===== src/rtl/parity_check_if.sv =====
// parity_check_if: serial bit input plus frame status outputs of the parity checker
interface parity_check_if #(
  parameter int DATA_W = 8,
  parameter int CNT_W  = 8
);
  logic              w;
  logic              w_vld;
  logic [DATA_W-1:0] data;
  logic              done;
  logic              par_err;
  logic              frm_err;
  logic              busy;
  logic              z;
  logic [CNT_W-1:0]  err_cnt;
  modport master (output w, w_vld, input data, done, par_err, frm_err, busy, z, err_cnt);
  modport slave  (input w, w_vld, output data, done, par_err, frm_err, busy, z, err_cnt);
endinterface


===== src/rtl/parity_check.sv =====
// parity_check: receives start/data/parity/stop frames, checks parity and framing
module parity_check #(
  parameter int DATA_W = 8,
  parameter bit ODD    = 1'b0,
  parameter int CNT_W  = 8
) (
  input logic           clk,
  input logic           rst,
  parity_check_if.slave bus
);
  localparam int CW = $clog2(DATA_W);
  typedef enum logic [1:0] {IDLE, DATA, PAR, STOP} state_t;
  state_t            state, nxt;
  logic [CW-1:0]     cnt;
  logic [DATA_W-1:0] sh, data;
  logic [CNT_W-1:0]  err_cnt;
  logic              z, perr, done, par_err, frm_err;
  assign bus.data    = data;
  assign bus.done    = done;
  assign bus.par_err = par_err;
  assign bus.frm_err = frm_err;
  assign bus.busy    = state != IDLE;
  assign bus.z       = z;
  assign bus.err_cnt = err_cnt;
  // state register; reset aborts any frame in flight
  always_ff @(posedge clk or negedge rst)
    if (!rst) state <= IDLE;
    else      state <= nxt;
  // next state advances only on qualified bits, so w_vld=0 stalls the frame
  always_comb begin
    nxt = state;
    if (bus.w_vld)
      case (state)
        IDLE:    nxt = bus.w ? DATA : IDLE;
        DATA:    nxt = (cnt == CW'(DATA_W - 1)) ? PAR : DATA;
        PAR:     nxt = STOP;
        default: nxt = IDLE;
      endcase
  end
  // frame datapath: shift in data, track parity, publish status one clk after the stop bit
  always_ff @(posedge clk or negedge rst)
    if (!rst) begin
      cnt     <= '0;
      sh      <= '0;
      data    <= '0;
      z       <= 1'b0;
      perr    <= 1'b0;
      done    <= 1'b0;
      par_err <= 1'b0;
      frm_err <= 1'b0;
      err_cnt <= '0;
    end else begin
      done    <= 1'b0;
      par_err <= 1'b0;
      frm_err <= 1'b0;
      if (bus.w_vld)
        case (state)
          IDLE: if (bus.w) begin
            z   <= 1'b0;
            cnt <= '0;
          end
          DATA: begin
            sh[cnt] <= bus.w;
            z       <= z ^ bus.w;
            cnt     <= cnt + 1'b1;
          end
          PAR: perr <= bus.w != (z ^ ODD);
          default: begin
            done    <= 1'b1;
            par_err <= perr;
            frm_err <= bus.w;
            data    <= sh;
            if ((perr | bus.w) && err_cnt != '1) err_cnt <= err_cnt + 1'b1;
          end
        endcase
    end
endmodule


===== src/flat_wrapper.sv =====
// flat-port wrapper written by rule: the top's interface ports become plain ports
module parity_check_flat 
#(
  parameter int DATA_W = 8,
  parameter bit ODD    = 1'b0,
  parameter int CNT_W  = 8
)
  (clk, rst, bus_w, bus_w_vld, bus_data, bus_done, bus_par_err, bus_frm_err, bus_busy, bus_z, bus_err_cnt);
  parity_check_if #(.DATA_W(DATA_W), .CNT_W(CNT_W)) bus_i ();
  input logic clk;
  input logic rst;
  input wire logic [$bits(bus_i.w)-1:0] bus_w;
  input wire logic [$bits(bus_i.w_vld)-1:0] bus_w_vld;
  output wire logic [$bits(bus_i.data)-1:0] bus_data;
  output wire logic [$bits(bus_i.done)-1:0] bus_done;
  output wire logic [$bits(bus_i.par_err)-1:0] bus_par_err;
  output wire logic [$bits(bus_i.frm_err)-1:0] bus_frm_err;
  output wire logic [$bits(bus_i.busy)-1:0] bus_busy;
  output wire logic [$bits(bus_i.z)-1:0] bus_z;
  output wire logic [$bits(bus_i.err_cnt)-1:0] bus_err_cnt;
  assign bus_i.w = bus_w;
  assign bus_i.w_vld = bus_w_vld;
  assign bus_data = bus_i.data;
  assign bus_done = bus_i.done;
  assign bus_par_err = bus_i.par_err;
  assign bus_frm_err = bus_i.frm_err;
  assign bus_busy = bus_i.busy;
  assign bus_z = bus_i.z;
  assign bus_err_cnt = bus_i.err_cnt;
  parity_check #(.DATA_W(DATA_W), .ODD(ODD), .CNT_W(CNT_W)) u_core (.clk(clk), .rst(rst), .bus(bus_i));
endmodule

===== config.mk =====
export PLATFORM = sky130hd
export DESIGN_NAME = parity_check_flat
export DESIGN_NICKNAME = d
export VERILOG_FILES = /design/src/rtl/parity_check_if.sv /design/src/rtl/parity_check.sv /design/src/flat_wrapper.sv
export SDC_FILE = /design/constraint.sdc
export NUM_CORES = 1
export LEC_CHECK = 0
export CELL_PAD_IN_SITES_DETAIL_PLACEMENT = 0
export CELL_PAD_IN_SITES_GLOBAL_PLACEMENT = 1
export CORE_ASPECT_RATIO = 0.9
export CORE_MARGIN = 2
export CORE_UTILIZATION = 41
export DETAILED_ROUTE_END_ITERATION = 8
export PLACE_DENSITY_LB_ADDON = 0.2
export SYNTH_ARGS = -nofsm -noshare
export SYNTH_HDL_FRONTEND = slang
export SYNTH_SLANG_ARGS = --single-unit

===== constraint.sdc =====
create_clock -name clk -period 1.65 [get_ports clk]
set_input_delay 0.4125 -clock clk [delete_from_list [all_inputs] [get_ports clk]]
set_output_delay 0.4125 -clock clk [all_outputs]
set_load 0.02 [all_outputs]

## Word-level counts from Yosys, hierarchy flattened

Index checks and enable logic that the tools add are counted.

- Bits in registers: 34
- Bits in latches: 0
- Memory bits (writable): 0
- Memory bits (read-only): 0
- Input bits: 4
- Output and inout port bits: 21
- Word-level logic and storage cells: 50
- Memories: 0

- Add/subtract/negate cells: 2
- Multipliers: 0
- Div/mod/pow operators: 0
- $lt $le $gt $ge: 2
- Equality and inequality tests: 6
- Shift-type cells: 0
- Multiplexer cells: 16
- Bitwise gates (word level): 3
- Reduce and logical (&&, ||, !) cells: 11

Operators by type and width:

| kind | number |
|---|---|
| two-way mux 1 bit | 9 |
| adder 8 x 1 -> 8 bit (second input constant) | 1 |
| bitwise mux 8 bit | 1 |
| != test 8 bit (second input constant) | 1 |
| case mux 2 bit (3 select lines) | 1 |
| case mux 3 bit (2 select lines) | 1 |
| AND reduction 2 bit | 3 |
| AND reduction 3 bit | 2 |
| less-than comparator 3 x 4 -> 1 bit (second input constant) | 1 |
| nonzero test 2 bit | 2 |
| adder 3 x 1 -> 3 bit (second input constant) | 1 |
| demux 1 bit (select 3 bit) | 1 |
| equality test 3 bit (second input constant) | 1 |
| greater-or-equal comparator 3 x 1 -> 1 bit (second input constant) | 1 |
| two-way mux 3 bit | 1 |
| OR reduction 3 bit | 1 |
| equality test 2 x 1 -> 1 bit (second input constant) | 1 |
| equality test 2 bit (second input constant) | 1 |
| logical AND 1 bit | 2 |
| logical NOT 2 bit | 1 |
| two-way mux 2 bit | 1 |
| != test 2 bit (second input constant) | 1 |
| case mux 1 bit (2 select lines) | 1 |
| != test 1 bit | 1 |
| 3 further kinds | 3 |

## Logic depth before layout (Yosys ltp)

Gate-level depths: netlist of run 1.

- Word-level depth: 5
- Mapped depth: 5
- Mapped depth without buffers: 5

## Worst setup path after synthesis of run 1

Ideal clock, no wire load.

- Path kind: reg2reg
- Start: register u_core.err_cnt[0] (netlist: u_core.bus.err_cnt[0])
- End: register u_core.err_cnt[1] (netlist: u_core.bus.err_cnt[1])
- Setup time: 0.125 ns
- Arrival: 1.384 ns
- Required time: 1.525 ns
- Slack: 0.141 ns
- Cell stages (with the launch flop): 5
- Path buffers: 0
- Period minus slack after synthesis: 1.509 ns
- Cell sequence: dfrtp_1 ha_1 and3_4 a21o_1 mux2_4

- Cells in the longest elaborated chain, start to end: 3
- Elaborated cells on any way between the ends: 4
- Those cells by class: add/sub: 1; eq/ne: 1; reduce/logical: 2

Ends and longest elaborated chain:

| item | line | RTL |
|---|---|---|
| start: declaration | parity_check.sv:16 | `logic [CNT_W-1:0] err_cnt;` |
| start signal: assignment | parity_check.sv:73 | `if ((perr \| bus.w) && err_cnt != '1) err_cnt <= err_cnt + 1'b1;` |
| parallel branches: the longest is 3 deep, another holds adder 8 x 1 -> 8 bit | - |  |

Several ways; the timed one is not identified.
A chain may end at the register's enable or synchronous reset.

## Worst setup path in the final report of run 1

- Start: register u_core.state[1]
- End: register u_core.sh[5]

- Cells in the longest elaborated chain, start to end: 2

Ends and longest elaborated chain:

| item | line | RTL |
|---|---|---|
| start: declaration | parity_check.sv:13 | `state_t state, nxt;` |
| start signal: assignment | parity_check.sv:28 | `else state <= nxt;` |
| equality test 2 x 1 -> 1 bit | parity_check.sv:57 | `case (state)` |
| AND reduction 2 bit (no source line) | - |  |
| end signal: indexed assignment | parity_check.sv:63 | `sh[cnt] <= bus.w;` |
| end: declaration | parity_check.sv:15 | `logic [DATA_W-1:0] sh, data;` |

No other way between the ends.

==> run metrics, run 1 <==
status finished clean; reg2reg setup slack 0.09 ns; Initial DRC Count 67; post-detail-place hpwl 2040 um; hold_buf cts 0; commonest non-fill, non-tap cell in the layout dfrtp_1; Final Setup Violations 0; Worst Max-Slew Pin Slew roughly 0.35 ns; crit path to u_core.sh[5]; final worst path period share 0.945; Ys Warns 0; grt total ovfl 0; Stages on worst setup path 4; Synth area leader dfrtp_1; top cells by area, synth dfrtp_1 (53%), nand2_1 (7.3%), mux2_2 (6.4%); sw frac 0.337; post-synth cell types 38; Die X 69.8 um; max-cap viol count 0; gr usage total 0.150; Chip Height 63.2 um; Max clock buf depth 2; I/O pin count 25; Final min period 1.56 ns; R2R depth 4; Multi-input gate area 679 um2; Ant. Diodes 0; clk_skew 0.00739 ns; CP max-delay cell dfrtp_1; Final Power 0.00273 W; FP Rows 21; Critical Path Start Type flip-flop; CTS tree done; Critical Path AT 1.72 ns; Reg area 851 um2; Seq pwr share 0.454; proportion of layout cells with a drive suffix above 1 0.226; hold slack 0.461 ns; DRC Markers 0; setup repair after global routing missed its margin false; Post-synth ARST share 1.00; TritonCTS Buffers 5; Peak VDD IR 0.000800 V; PD cells 1340 nW/um2; Slew Limit Fails 0; WS Path Type flip-flop to flip-flop; full die area 4410 um2; global-route wire length before repair approximately 5200 um; Reg2Reg Launch Point u_core.state[1]; Synth Register Bits 34; CP required about 1.8 ns; Post-Syn Instances 141; router iterations before antenna repair 4; Yosys top cell area share 0.533; WL/cell 13.2 um; worst hold-check path type flip-flop to flip-flop; most frequent cells in the layout dfrtp_1 (34), nand2_1 (31), dlygate4sd2_1 (14), buf_4 (11), mux2_2 (9); relative slew slack 0.764; Top FF cell, synth dfrtp_1; latest clock arrival within the worst-skew pair 0.28 ns; register area share after synthesis 0.533; CTS H-tree depth 2; delay-heaviest family, CP simple AND/OR/NAND/NOR gates; setup tns final 0 ns; initial antenna violation count 0; routed wire length ~3000 um; CTS clk-pin slew, worst paths 0.06 ns; CTS root buffer clkbuf_8; largest net degree at the start of global routing 35; Filler Cells Inserted 338; Area Overhead vs Synth 27.5%; EDFF count, synth 0; r2r endpoint u_core.sh[5]; Int Pwr 0.00181 W; Syn Nets between 100 and 150; Initial Util 0.428; clk sink count 34; Lkg Pwr between 1 and 1.5 nW; gpl congestion 0.770; Clock power frac 0.206; crit end category flip-flop; core area 3730 um2; DRT antenna net count 0; worst path cell trace buf_6 -> nand4b_1 -> nor3b_2 -> mux2_2; Critical Path Source u_core.state[1]; via-per-instance ratio between 4 and 5; switching pwr 0.000923 W; routed vias between 1,000 and 1,500; Fin. Hold Viols 0; max incr delay on CP 0.39 ns; Synth Cell Area roughly 1600 um2; Logic pwr share 0.340; fin nets around 180; Port Buffer Count 24; vias in the first global route 1,113; Buf+Inv Stages, Crit Path 1; worst-path fanout max 10; highest clock rate between 600 and 700 MHz; Syn Area/Cell 11.3 um2
[what timing repair did]
action	in CTS	in global routing
pin swaps	1	2
gates resized for setup	17	9
setup endpoints to repair	19	10
buffers inserted	0	1
[per-layer routing]
metal  GRT usage  vias to the layer above  share of wire
met3      0.0416                        2          0.033
met5           0                        -              0
li1            -                      556              -
met2       0.210                       19           0.42
met1       0.220                      512           0.54
met4      0.0577                        0         0.0061
[state kept, by name (all words and copies together), names as in the netlist]
name and count:
u_core.bus.par_err 1, u_core.sh 8, u_core.bus.done 1, u_core.bus.data 8, u_core.bus.err_cnt 8, u_core.bus.frm_err 1, u_core.state 2, u_core.bus.z 1
u_core.perr 1, u_core.cnt 3
[tightest hold or removal path: stages (launching register included)]
cell and delay, ns:
dfrtp_1 0.34, nand2_1 0.05, nand2_1 0.04
[cells by family (layout without fill, tap and decap cells)]
family                     Yosys count  after routing  synth area share
AOI/OAI and AO/OA                   16             16            0.0965
xor gates and xnor gates             7              7            0.0384
and+or+nand+nor                     57             57             0.188
muxes                               11             11            0.0792
DFF                                 34             34             0.533
adders and majority gates            3              3            0.0235
buffers and inverters               13             49            0.0408
[cell type report]
| cell class | instances | share of cell area |
|---|---|---|
| sequential | 34 | 0.418 |
| multi-input combinational | 94 | 0.334 |
| timing repair buffer | 37 | 0.172 |
| clock buffer | 5 | 0.0338 |
| tap | 46 | 0.0283 |
| inverter | 5 | 0.00923 |
| clock inverter | 2 | 0.00492 |
[worst min path at each step]
stage               slack, ns  cells after the start                  to    startpoint
CTS                      0.47                      2  u_core.bus.data[0]  u_core.sh[0]
global route             0.50                      2  u_core.bus.data[6]  u_core.sh[6]
floorplan                0.12                      0  u_core.bus.data[0]           rst
detailed placement       0.45                      2  u_core.bus.data[0]  u_core.sh[0]
finish                   0.46                      2  u_core.bus.data[0]  u_core.sh[0]
global placement         0.45                      2  u_core.bus.data[6]  u_core.sh[6]
[cell usage after synthesis (2+ instances only)]
library cell,count
dfrtp_1,34
nand2_1,31
mux2_2,9
xor2_1,6
nor2_1,5
o21ai_0,5
inv_1,4
nand3_1,4
buf_2,3
ha_1,3
nand3b_1,3
a21o_1,2
a21oi_1,2
a32o_1,2
and2b_1,2
clkbuf_1,2
nor3_1,2
nor3b_2,2
[power by group through the flow]
stage               Clock (W)  Sequential [W]  Combinational [W]
finish               0.000565         0.00124           0.000929
detailed placement          0         0.00126           0.000992
global placement            0         0.00125           0.000966
CTS                  0.000583         0.00124           0.000943
floorplan                   0         0.00135           0.000495
global route         0.000634         0.00128            0.00103
[stage by stage]
step           std cells  utilization  setup slack [ns]  instance area (um2)
2_1_floorplan        141            -             0.141                 1600
3_3_place_gp         215        0.522            -0.311                 1950
6_report             223        0.545            0.0906                 2030
5_1_grt              223        0.545           0.00319                 2030
3_5_place_dp         215        0.522            -0.356                 1950
4_1_cts              222        0.539           0.00242                 2010
Note: power is estimated with default switching activity, not from simulation.
==> run 2, diff against run 1 <==
Settings changed: CORE_MARGIN 2 to 1.5, CORE_UTILIZATION 41 to 37.
Clock period 1.65 ns to 1.3 ns, I/O delays scaled along.
==> run 2 against run 1 <==
Net effect:
- the flow now finishes with violations (negative setup slack)
- clock-buffer cell count grew 1
- fmax increased by 2.9%
- clock power up 45%
- first-iteration DRC count decreased by 15%
- via count increased by 12%
- largest power group unchanged
==> run metrics, run 2 (synthesis results as in run 1) <==
Max clock buf depth 2 (unchanged); DP Area 2060 um2 (+5.6%); Final Setup Violations 21 (+21); WL/cell 14.1 um (+6.6%); routed vias 1,215 (+12%); commonest non-fill, non-tap cell in the layout nand2_1; CTS root buffer clkbuf_8; worst-path fanout max 4 (-6); vias in the first global route 1,178 (+5.8%); via-per-instance ratio 4.92 (+0.73%); FP Rows 22 (+4.8%); Port Buffer Count 24 (unchanged); largest net degree at the start of global routing 35 (unchanged); max incr delay on CP 0.39 ns (about the same); Worst Max-Slew Pin Slew 0.321 ns (-0.0297 ns); failing checks negative setup slack; latest clock arrival within the worst-skew pair 0.29 ns (about the same); grt total ovfl 0 (unchanged); Cells after DPL 226 (+5.1%); clk_skew 0.0105 ns (+0.00309 ns); Ant. Diodes 0 (unchanged); non-filler instance count after layout 247 (+11%); WS Path Type flip-flop to flip-flop; Die X 72.2 um (+3.5%); worst hold-check path type primary input to asynchronous set/reset pin; Area Overhead vs Synth 46.5%; fin nets 205 (+11%); crit end category flip-flop; Slew Limit Fails 0 (unchanged); global-route wire length before repair 5680 um (+8.6%); setup repair after global routing missed its margin true; relative slew slack 0.786 (+0.0222); Design Area, Final 2340 um2 (+15%); router iterations before antenna repair 4 (unchanged); proportion of layout cells with a drive suffix above 1 0.523 (+0.297); highest clock rate 660 MHz (+2.9%); final setup margin -0.215 ns (-0.306 ns); DRT antenna net count 0 (unchanged); gpl congestion 0.760 (-1.3%); CP required 1.47 ns (-0.34 ns); CP max-delay cell dfrtp_1; Critical Path Start Type flip-flop; Final min period 1.52 ns (-0.0442 ns); TritonCTS Buffers 5 (unchanged); clk sink count 34 (unchanged); CTS tree done; status finished, violations left; full die area 4720 um2 (+7.0%); hold slack 0.410 ns (-0.0517 ns); initial antenna violation count 0 (unchanged); Buf+Inv Stages, Crit Path 1 (unchanged); DRC Markers 0 (unchanged); CTS clk-pin slew, worst paths 0.08 ns (+0.02 ns); Initial Util 0.389 (-0.0386); gr usage total 0.160 (+0.0105); Initial DRC Count 57 (-15%); PD cells 1710 nW/um2 (+27%); Fin. Hold Viols 0 (unchanged); post-detail-place hpwl 2290 um (+12%); core area 4100 um2 (+9.9%); Lkg Pwr 1.12 nW (-0.47%); largest registers u_core.bus.data: 8 flops, u_core.bus.err_cnt: 8 flops, u_core.sh: 8 flops; routed wire length 3480 um (+18%); delay-heaviest family, CP simple AND/OR/NAND/NOR gates; Critical Path AT 1.68 ns (-0.04 ns); final worst path period share 1.17 (+0.220); Chip Height 65.3 um (+3.4%); I/O pin count 25 (unchanged); most frequent cells in the layout nand2_1 (30), dfrtp_1 (27), buf_4 (19), buf_6 (18), clkbuf_2 (10); Peak VDD IR 0.000974 V (+22%); worst path cell trace buf_6 -> nand4b_1 -> nor3b_2 -> mux2_4; max-cap viol count 0 (unchanged); CTS H-tree depth 2 (unchanged)
## run 2: cell count changes in the layout (fill, tap and decap cells not counted), sizes merged
| cell | change |
|---|---|
| clkinv | -1 |
| clkdlybuf4s15 | +2 |
| clkdlybuf4s50 | -1 |
| buf | +29 |
| dlymetal6s2s | -7 |
| clkbuf | +11 |
| dlygate4sd2 | -12 |
| clkinvlp | +1 |
## run 2: stage by stage
| stage | setup slack, ns | power, W | util | TNS (ns) |
|---|---|---|---|---|
| after global routing | -0.264 | 0.00425 | 0.570 | -3.36 |
| after detailed placement | -0.616 | 0.00299 | 0.502 | -14.32 |
| after floorplan | -0.111 | 0.00238 | - | -0.562 |
| after global placement | -0.559 | 0.00291 | 0.502 | -13.44 |
| after CTS | -0.191 | 0.00390 | 0.556 | -1.37 |
| final | -0.215 | 0.00400 | 0.570 | -1.96 |
## run 2: worst reg2reg max path, delay by kind of cell (launching register included)
family / cells / cell delay [ns]
multiplexers: 1 / 0.32
flip-flops: 1 / 0.39
AND/OR/NAND/NOR: 2 / 0.57
buffers and inverters: 1 / 0.13
## run 2: final cells by class
cell class | instances | area [um2]
Clock buffer | 6 | 82.6
Timing Repair Buffer | 58 | 488
Inverter | 5 | 18.8
Fill cell | 353 | 1760
Tap cell | 48 | 60.1
Clock inverter | 2 | 12.5
Sequential cell | 34 | 860
Multi-Input combinational cell | 94 | 816
## run 2: layer usage
metal	track usage	routed length, um	up-vias
met4	0.0637	61	0
met1	0.220	1670	590
met3	0.0383	149	7
li1	-	-	592
met2	0.244	1600	26
met5	0	0	-
## run 2: repair_timing
action,in CTS,in global routing
gates resized for setup,85,39
hold buffers,0,0
pin swaps,11,12
gates cloned,0,0
setup buffers,7,7
hold endpoints to repair,0,0
endpoints found under the setup margin,50,41
## run 2: final timing paths
kind	start	endpoint	depth (start not counted)	slack, ns
max	u_core.state[1]	u_core.sh[3]	4	-0.22
min	rst	u_core.bus.frm_err	2	0.41
max reg2reg	u_core.state[1]	u_core.sh[3]	4	-0.22
min reg2reg	u_core.sh[0]	u_core.bus.data[0]	2	0.47
max in group asynchronous	rst	u_core.bus.err_cnt[0]	2	0.69
min in group clk	u_core.sh[0]	u_core.bus.data[0]	2	0.47
## run 2: power breakdown
part / leakage [nW] / internal (W) / switching (W)
Clock: 0.0472 / 0.000426 / 0.000394
Sequential: 0.428 / 0.00137 / 0.000232
Combinational: 0.642 / 0.000824 / 0.000745
Total: 1.12 / 0.00262 / 0.00137
